--- src/rtl/adc_spi_controller.sv ---
// -----------------------------------------------------------------------------
// adc_spi_controller
//
// SPI master for the two-channel 16-bit serial ADC of the audio front end.
// Each frame drops CS_, shifts a 16-bit channel-select command out on SDI
// while shifting the previous conversion in from SDO, then raises CS_ and
// waits for the frame timer. The ADC's channel select is pipelined by one
// frame, so each returned word is tagged with the channel commanded in the
// previous frame. The first frame of every session is a dummy and is not
// delivered.
//
// Parameters:
//   CLK_DIV        CLK cycles per SCK half-period (>=1)
//   CS_SETUP       CLK cycles from CS_ fall to first SCK rise (>=1)
//   SAMPLE_PERIOD  CLK cycles between frame starts; raised to at least
//                  CS_SETUP+32*CLK_DIV+2 so CS_ idles high >= 2 cycles
//
// Ports:
//   CLK, RESET_        clock (rising edge), asynchronous active-low reset
//   enable, chan_en    run request, channel enables (bit0 left, bit1 right)
//   CS_, SCK, SDI, SDO SPI bus to the ADC (SCK idles low, MSB first)
//   sample_data/chan   held sample and its channel (0 left, 1 right)
//   sample_valid/ready single-entry valid/ready output buffer
//   overrun, overrun_clr sticky overwrite flag and its clear (set wins)
//
// Build option:
//   ADC_SIGN_CONVERT_EN  when defined, offset-binary ADC words are converted
//                        to signed 1.15 by inverting the MSB; otherwise the
//                        raw word is passed through.
// -----------------------------------------------------------------------------
module adc_spi_controller #(
    parameter int CLK_DIV       = 4,
    parameter int CS_SETUP      = 2,
    parameter int SAMPLE_PERIOD = 1250
) (
    input  logic               CLK,
    input  logic               RESET_,
    input  logic               enable,
    input  logic [1:0]         chan_en,
    output logic               CS_,
    output logic               SCK,
    output logic               SDI,
    input  logic               SDO,
    output logic signed [15:0] sample_data,
    output logic               sample_chan,
    output logic               sample_valid,
    input  logic               sample_ready,
    output logic               overrun,
    input  logic               overrun_clr
);

    localparam int FRAME_LOW = CS_SETUP + 32 * CLK_DIV;
    localparam int PERIOD    = (SAMPLE_PERIOD > FRAME_LOW + 2) ? SAMPLE_PERIOD : FRAME_LOW + 2;
    localparam int TMR_W     = $clog2(PERIOD);
    localparam int DIV_MAX   = (CLK_DIV > CS_SETUP) ? CLK_DIV : CS_SETUP;
    localparam int DIV_W     = (DIV_MAX > 1) ? $clog2(DIV_MAX) : 1;

    localparam logic [TMR_W-1:0] TMR_LAST   = TMR_W'(PERIOD - 1);
    localparam logic [DIV_W-1:0] SETUP_LAST = DIV_W'(CS_SETUP - 1);
    localparam logic [DIV_W-1:0] HALF_LAST  = DIV_W'(CLK_DIV - 1);

    typedef enum logic [1:0] {IDLE, SETUP, SHIFT, GAP} state_t;

    state_t             state_q, state_d;
    logic [DIV_W-1:0]   div_q, div_d;
    logic [4:0]         bit_q, bit_d;
    logic [TMR_W-1:0]   tmr_q, tmr_d;
    logic               cs_n_q, cs_n_d;
    logic               sck_q, sck_d;
    logic [15:0]        cmd_q, cmd_d;
    logic [15:0]        rx_q, rx_d;
    logic               cur_chan_q, cur_chan_d;
    logic               pend_vld_q, pend_vld_d;
    logic               pend_chan_q, pend_chan_d;
    logic signed [15:0] data_q, data_d;
    logic               chan_q, chan_d;
    logic               valid_q, valid_d;
    logic               ovr_q, ovr_d;

    logic go, half_done, bits_done, tmr_exp;
    logic frame_start, frame_end, load, cmd_chan;

    function automatic logic [15:0] to_sample(input logic [15:0] raw);
`ifdef ADC_SIGN_CONVERT_EN
        return {~raw[15], raw[14:0]};
`else
        return raw;
`endif
    endfunction

    assign go        = enable && (chan_en != 2'b00);
    assign half_done = (div_q == HALF_LAST);
    // bit_q counts SCK falling edges; 16 means all bits have been clocked
    assign bits_done = (bit_q == 5'd16);
    assign tmr_exp   = (tmr_q == TMR_LAST);

    // State register
    always_ff @(posedge CLK or negedge RESET_) begin
        if (!RESET_) begin
            state_q     <= IDLE;
            div_q       <= '0;
            bit_q       <= '0;
            tmr_q       <= '0;
            cs_n_q      <= 1'b1;
            sck_q       <= 1'b0;
            cmd_q       <= '0;
            rx_q        <= '0;
            cur_chan_q  <= 1'b0;
            pend_vld_q  <= 1'b0;
            pend_chan_q <= 1'b0;
            data_q      <= '0;
            chan_q      <= 1'b0;
            valid_q     <= 1'b0;
            ovr_q       <= 1'b0;
        end else begin
            state_q     <= state_d;
            div_q       <= div_d;
            bit_q       <= bit_d;
            tmr_q       <= tmr_d;
            cs_n_q      <= cs_n_d;
            sck_q       <= sck_d;
            cmd_q       <= cmd_d;
            rx_q        <= rx_d;
            cur_chan_q  <= cur_chan_d;
            pend_vld_q  <= pend_vld_d;
            pend_chan_q <= pend_chan_d;
            data_q      <= data_d;
            chan_q      <= chan_d;
            valid_q     <= valid_d;
            ovr_q       <= ovr_d;
        end
    end

    // Next-state logic
    always_comb begin
        state_d = state_q;
        case (state_q)
            IDLE:    if (go) state_d = SETUP;
            SETUP:   if (div_q == SETUP_LAST) state_d = SHIFT;
            // the 16th low phase runs its full length before CS_ rises
            SHIFT:   if (!sck_q && half_done && bits_done) state_d = GAP;
            GAP:     if (tmr_exp) state_d = go ? SETUP : IDLE;
            default: state_d = IDLE;
        endcase
    end

    // Output / datapath next-value logic
    always_comb begin
        frame_start = (state_d == SETUP) && (state_q != SETUP);
        frame_end   = (state_q == SHIFT) && (state_d == GAP);
        load        = frame_end && pend_vld_q;

        // L/R alternation restarts at L on every session start
        case (chan_en)
            2'b10:   cmd_chan = 1'b1;
            2'b11:   cmd_chan = (state_q == IDLE) ? 1'b0 : ~cur_chan_q;
            default: cmd_chan = 1'b0;
        endcase

        div_d       = '0;
        bit_d       = bit_q;
        tmr_d       = tmr_q + TMR_W'(1);
        sck_d       = sck_q;
        cmd_d       = cmd_q;
        rx_d        = rx_q;
        cur_chan_d  = cur_chan_q;
        pend_vld_d  = pend_vld_q;
        pend_chan_d = pend_chan_q;
        data_d      = data_q;
        chan_d      = chan_q;
        valid_d     = valid_q;
        ovr_d       = ovr_q;
        cs_n_d      = (state_d == IDLE) || (state_d == GAP);

        if (frame_start || state_d == IDLE) tmr_d = '0;

        if (state_q == SETUP) begin
            if (div_q == SETUP_LAST) sck_d = 1'b1;
            else                     div_d = div_q + DIV_W'(1);
        end else if (state_q == SHIFT) begin
            if (!half_done)          div_d = div_q + DIV_W'(1);
            else if (!bits_done)     sck_d = ~sck_q;
        end

        // SDO is captured on the edge that raises SCK
        if (sck_d && !sck_q) rx_d = {rx_q[14:0], SDO};
        // SDI advances on the edge that lowers SCK
        if (sck_q && !sck_d) begin
            cmd_d = {cmd_q[14:0], 1'b0};
            bit_d = bit_q + 5'd1;
        end

        if (frame_start) begin
            cmd_d      = {1'b1, cmd_chan, 14'b0};
            bit_d      = '0;
            cur_chan_d = cmd_chan;
            if (state_q == IDLE) pend_vld_d = 1'b0;
        end

        if (frame_end) begin
            pend_vld_d  = 1'b1;
            pend_chan_d = cur_chan_q;
        end

        if (valid_q && sample_ready) valid_d = 1'b0;
        if (overrun_clr)             ovr_d   = 1'b0;
        if (load) begin
            data_d  = $signed(to_sample(rx_q));
            chan_d  = pend_chan_q;
            valid_d = 1'b1;
            if (valid_q && !sample_ready) ovr_d = 1'b1;
        end
    end

    assign CS_          = cs_n_q;
    assign SCK          = sck_q;
    assign SDI          = cmd_q[15];
    assign sample_data  = data_q;
    assign sample_chan  = chan_q;
    assign sample_valid = valid_q;
    assign overrun      = ovr_q;

endmodule

--- config.mk ---
export PLATFORM = sky130hd
export DESIGN_NAME = adc_spi_controller
export DESIGN_NICKNAME = d
export VERILOG_FILES = /design/src/rtl/adc_spi_controller.sv
export SDC_FILE = /design/constraint.sdc
export NUM_CORES = 1
export LEC_CHECK = 0
export ABC_AREA = 1
export BUFFER_PORTS_ARGS = -buffer_cell sky130_fd_sc_hd__buf_2
export CAP_MARGIN = 20
export CORE_MARGIN = 5
export CORE_UTILIZATION = 44
export DETAILED_ROUTE_END_ITERATION = 8
export GPL_TIMING_DRIVEN = 0
export PLACE_DENSITY = 0.67
export RECOVER_POWER = 50
export SETUP_SLACK_MARGIN = 0.02
export SLEW_MARGIN = 15
export SYNTH_ARGS = -nofsm -noshare
export SYNTH_HDL_FRONTEND = slang
export SYNTH_SLANG_ARGS = --single-unit
--- constraint.sdc ---
create_clock -name CLK -period 3.7 [get_ports CLK]
set_clock_uncertainty 0.15 [all_clocks]
set_input_delay 0.185 -clock CLK [delete_from_list [all_inputs] [get_ports CLK]]
set_output_delay 0.185 -clock CLK [all_outputs]
set_load 0.02 [all_outputs]
==> flow_metrics.py <==
metrics = {
    "status": {
        "status": "finished, violations left",
        "violations": "max-capacitance violations, max-slew violations",
    },
    "place": {
        "portBuffers": 29,
        "gp_congestion": 0.779,
        "placed_area_um2": 3100,
        "placed_cells": 439,
        "dpl.hpwl_mm": 3.75,
    },
    "floorplanning": {
        "die-area_um2": 8210,
        "core_um2": 6350,
        "num_rows": 29,
        "io_pins": 30,
        "die_width_um": 90.6,
        "die_y_um": 90.6,
        "initial_core_util": 0.450,
    },
    "critical_path": {
        "max_stage_delay_ns": 0.56,
        "crit_path_cell_trace": "ha_1 > inv_1 > nor2_2 > inv_1 > nor2_1 > nor2_1 > a21oi_1 > ha_1 > inv_1 > nor2_2 > nand2_1 > buf_2 > o22ai_2 > dlygate4sd3_1",
        "cp.required_ns": 3.83,
        "crit_type": "flip-flop to flip-flop",
        "crit_family": "buffers and inverters",
        "path_common_cell": "inv_1",
        "cp.arrival_ns": 3.11,
        "setup.worst_path.end_class": "flip-flop",
        "crit_slowest_cell": "dlygate4sd3_1",
        "worstSetupStartpointType": "flip-flop",
        "path_buf_inv": 5,
        "critPathMaxFanout": 10,
    },
    "logic_synthesis": {
        "synth.distinct_cells": 29,
        "synthArstFlopShare": 1.00,
        "synthesis.area_um2": 2860,
        "yosysSeqAreaShare": 0.543,
        "synth_nets": 351,
        "synth_ff_type": "dfrtp_1",
        "synth_edf_count": 0,
        "syn_inst": 333,
        "synth_seq_cells": 62,
        "syn_area_per_cell_um2": 8.58,
        "ys_warn_count": 0,
    },
    "power_and_ir_drop": {
        "power_density_nw_per_um2": 427,
        "peakVddDrop_uv": 304,
        "power_leakage_nw": 1.82,
    },
    "clock_network": {
        "clock_latency_ns": 0.34,
        "clock-root-buffer": "clkbuf_8",
        "postCtsSetupRepairBufs": 0,
        "path_clk_slew_ns": 0.07,
        "cts_tree": "built",
        "cts_made_buffers": 9,
        "cts_sinks": 62,
        "cts_max_level": 3,
        "cts_buffer_depth": 2,
    },
    "sta": {
        "setup_viol": 0,
        "rsz0062_at_grt": "no",
        "tightestPinTransition_ns": 1.51,
        "min_period_ns": 2.98,
        "hold_violations": 0,
        "finalSetupTns_ns": 0,
        "timing.final.crit_share": 0.806,
        "relSlewSlack": -0.00509,
        "fmax_mhz": 336,
        "slew_viol_final": 62,
    },
    "final_layout": {
        "layout-drive-gt1-share": 0.107,
        "fin_area_um2": 3380,
        "n_antenna_cell": 0,
        "finalNonFillerCells": 461,
        "area_growth_syn_to_layout_pct": 18.3,
        "nNetsFinal": 397,
    },
    "global_route": {
        "grt_max_degree": 63,
        "grt_usage": 0.150,
        "grt_pass1_wl_mm": 10.2,
        "grt_pass1_vias": 2273,
        "antenna_found_initial": 0,
        "overflow": 0,
    },
    "detailed_routing": {
        "wl_mm": 5.57,
        "detail_route.wl_per_cell_um": 12.1,
        "postRouteAntennaNets": 0,
        "via_per_inst": 4.95,
        "drtPass1Iterations": 4,
        "drc": 0,
        "first_iter_violations": 115,
        "num_vias": 2283,
    },
    "flow_run": {
        "cap_violations": 1,
    },
    "min_path": {
        "worstHoldPathType": "input pin to flip-flop",
    },
}
[metal layers]
metal,global-route usage,vias up,wire (um)
met5,0,-,0
met4,0.0608,0,95
met3,0.0492,10,275
met2,0.249,42,2620
met1,0.179,1077,2570
li1,-,1154,-
[registers in the layout, indices dropped and copies added (netlist names)]
| name | cells |
|---|---|
| tmr_q | 11 |
| cmd_q | 2 |
| overrun | 1 |
| cur_chan_q | 1 |
| bit_q | 5 |
| rx_q | 16 |
| sample_chan | 1 |
| pend_vld_q | 1 |
| CS_ | 1 |
| SCK | 1 |
| pend_chan_q | 1 |
| div_q | 2 |
| sample_data | 16 |
| sample_valid | 1 |
| state_q | 2 |
[cells by family after synthesis]
kind of cell / share of synthesized area
buffers and inverters: 0.0591
DFF: 0.543
and+or+nand+nor: 0.293
AOI/OAI and AO/OA: 0.0512
adders and majority gates: 0.0438
xor gates and xnor gates: 0.00920
[repair_timing]
item	in CTS	in global routing
gates resized for setup	0	0
endpoints found under the setup margin	0	0
hold buffers	6	0
endpoints found under the hold margin	65	0
[power breakdown]
group	switching [W]	internal, W	leakage (nW)
clock	0.000268	0.000464	0.126
sequential	0.00000291	0.000681	0.784
combinational	0.0000165	0.00000841	0.906
total	0.000288	0.00115	1.82
[path summary, 6_finish.rpt]
path | from | end | slack, ns | cells after the start
min in group asynchronous | RESET_ | sample_data[3] | 0.60 | 2
setup reg to reg | div_q[0] | overrun | 0.72 | 14
hold reg to reg | sample_data[13] | sample_data[13] | 0.32 | 2
max in group asynchronous | RESET_ | tmr_q[10] | 1.89 | 2
hold / removal | chan_en[0] | cur_chan_q | 0.03 | 4
setup / recovery | div_q[0] | overrun | 0.72 | 14
[through the flow]
step           setup slack [ns]   util  total power, W  hold slack [ns]
2_1_floorplan              1.44      -        0.000700           -0.261
3_3_place_gp               1.20  0.488        0.000719            0.229
3_5_place_dp               1.20  0.488        0.000720            0.178
4_1_cts                   0.698  0.537         0.00146           0.0178
5_1_grt                   0.417  0.532         0.00150           0.0683
6_report                  0.720  0.532         0.00144           0.0295
[worst register-to-register path, cell delays in order, from the launching register on]
cell and delay (ns):
dfrtp_1 0.40, ha_1 0.17, inv_1 0.06, nor2_2 0.15, inv_1 0.05, nor2_1 0.10, nor2_1 0.06, a21oi_1 0.25
ha_1 0.19, inv_1 0.05, nor2_2 0.32, nand2_1 0.11, buf_2 0.20, o22ai_2 0.09, dlygate4sd3_1 0.56
[cell type report]
| class | count | area, um2 |
|---|---|---|
| fill | 615 | 2970 |
| sequential | 62 | 1550 |
| multi-input combinational | 231 | 1140 |
| timing repair buffer | 35 | 179 |
| clock buffer | 10 | 138 |
| inverter | 32 | 120 |
| clock inverter | 6 | 109 |
| tap | 77 | 96.3 |
| buffer | 8 | 48.8 |
[Yosys cell counts, types with 2 or more instances]
| cell | count | share of area |
|---|---|---|
| nor3_1 | 3 | 0.0053 |
| nand3_1 | 50 | 0.088 |
| nor2_1 | 24 | 0.032 |
| nor2_2 | 2 | 0.0044 |
| xor2_1 | 3 | 0.0092 |
| o21ai_0 | 12 | 0.021 |
| nand4_1 | 3 | 0.0066 |
| a21oi_1 | 10 | 0.018 |
| buf_2 | 3 | 0.0053 |
| ha_1 | 10 | 0.044 |
| nand2_2 | 2 | 0.0044 |
| nand2_1 | 103 | 0.14 |
| buf_1 | 2 | 0.0026 |
| inv_1 | 31 | 0.041 |
| dfrtp_1 | 61 | 0.53 |
[cells in the final DEF (no fill, tap or decap), types with 2 or more instances in the layout]
master	Yosys	routed
a21oi_1	10	10
buf_1	2	2
buf_2	3	10
bufinv_16	0	3
clkbuf_1	1	22
clkbuf_8	0	10
clkinv_2	0	2
dfrtp_1	61	61
dlygate4sd3_1	0	6
ha_1	10	10
inv_1	31	31
nand2_1	103	103
nand2_2	2	2
nand3_1	50	50
nand4_1	3	3
nor2_1	24	24
nor2_2	2	2
nor3_1	3	3
o21ai_0	12	12
xor2_1	3	3
Power figures use the tool's default switching activity.
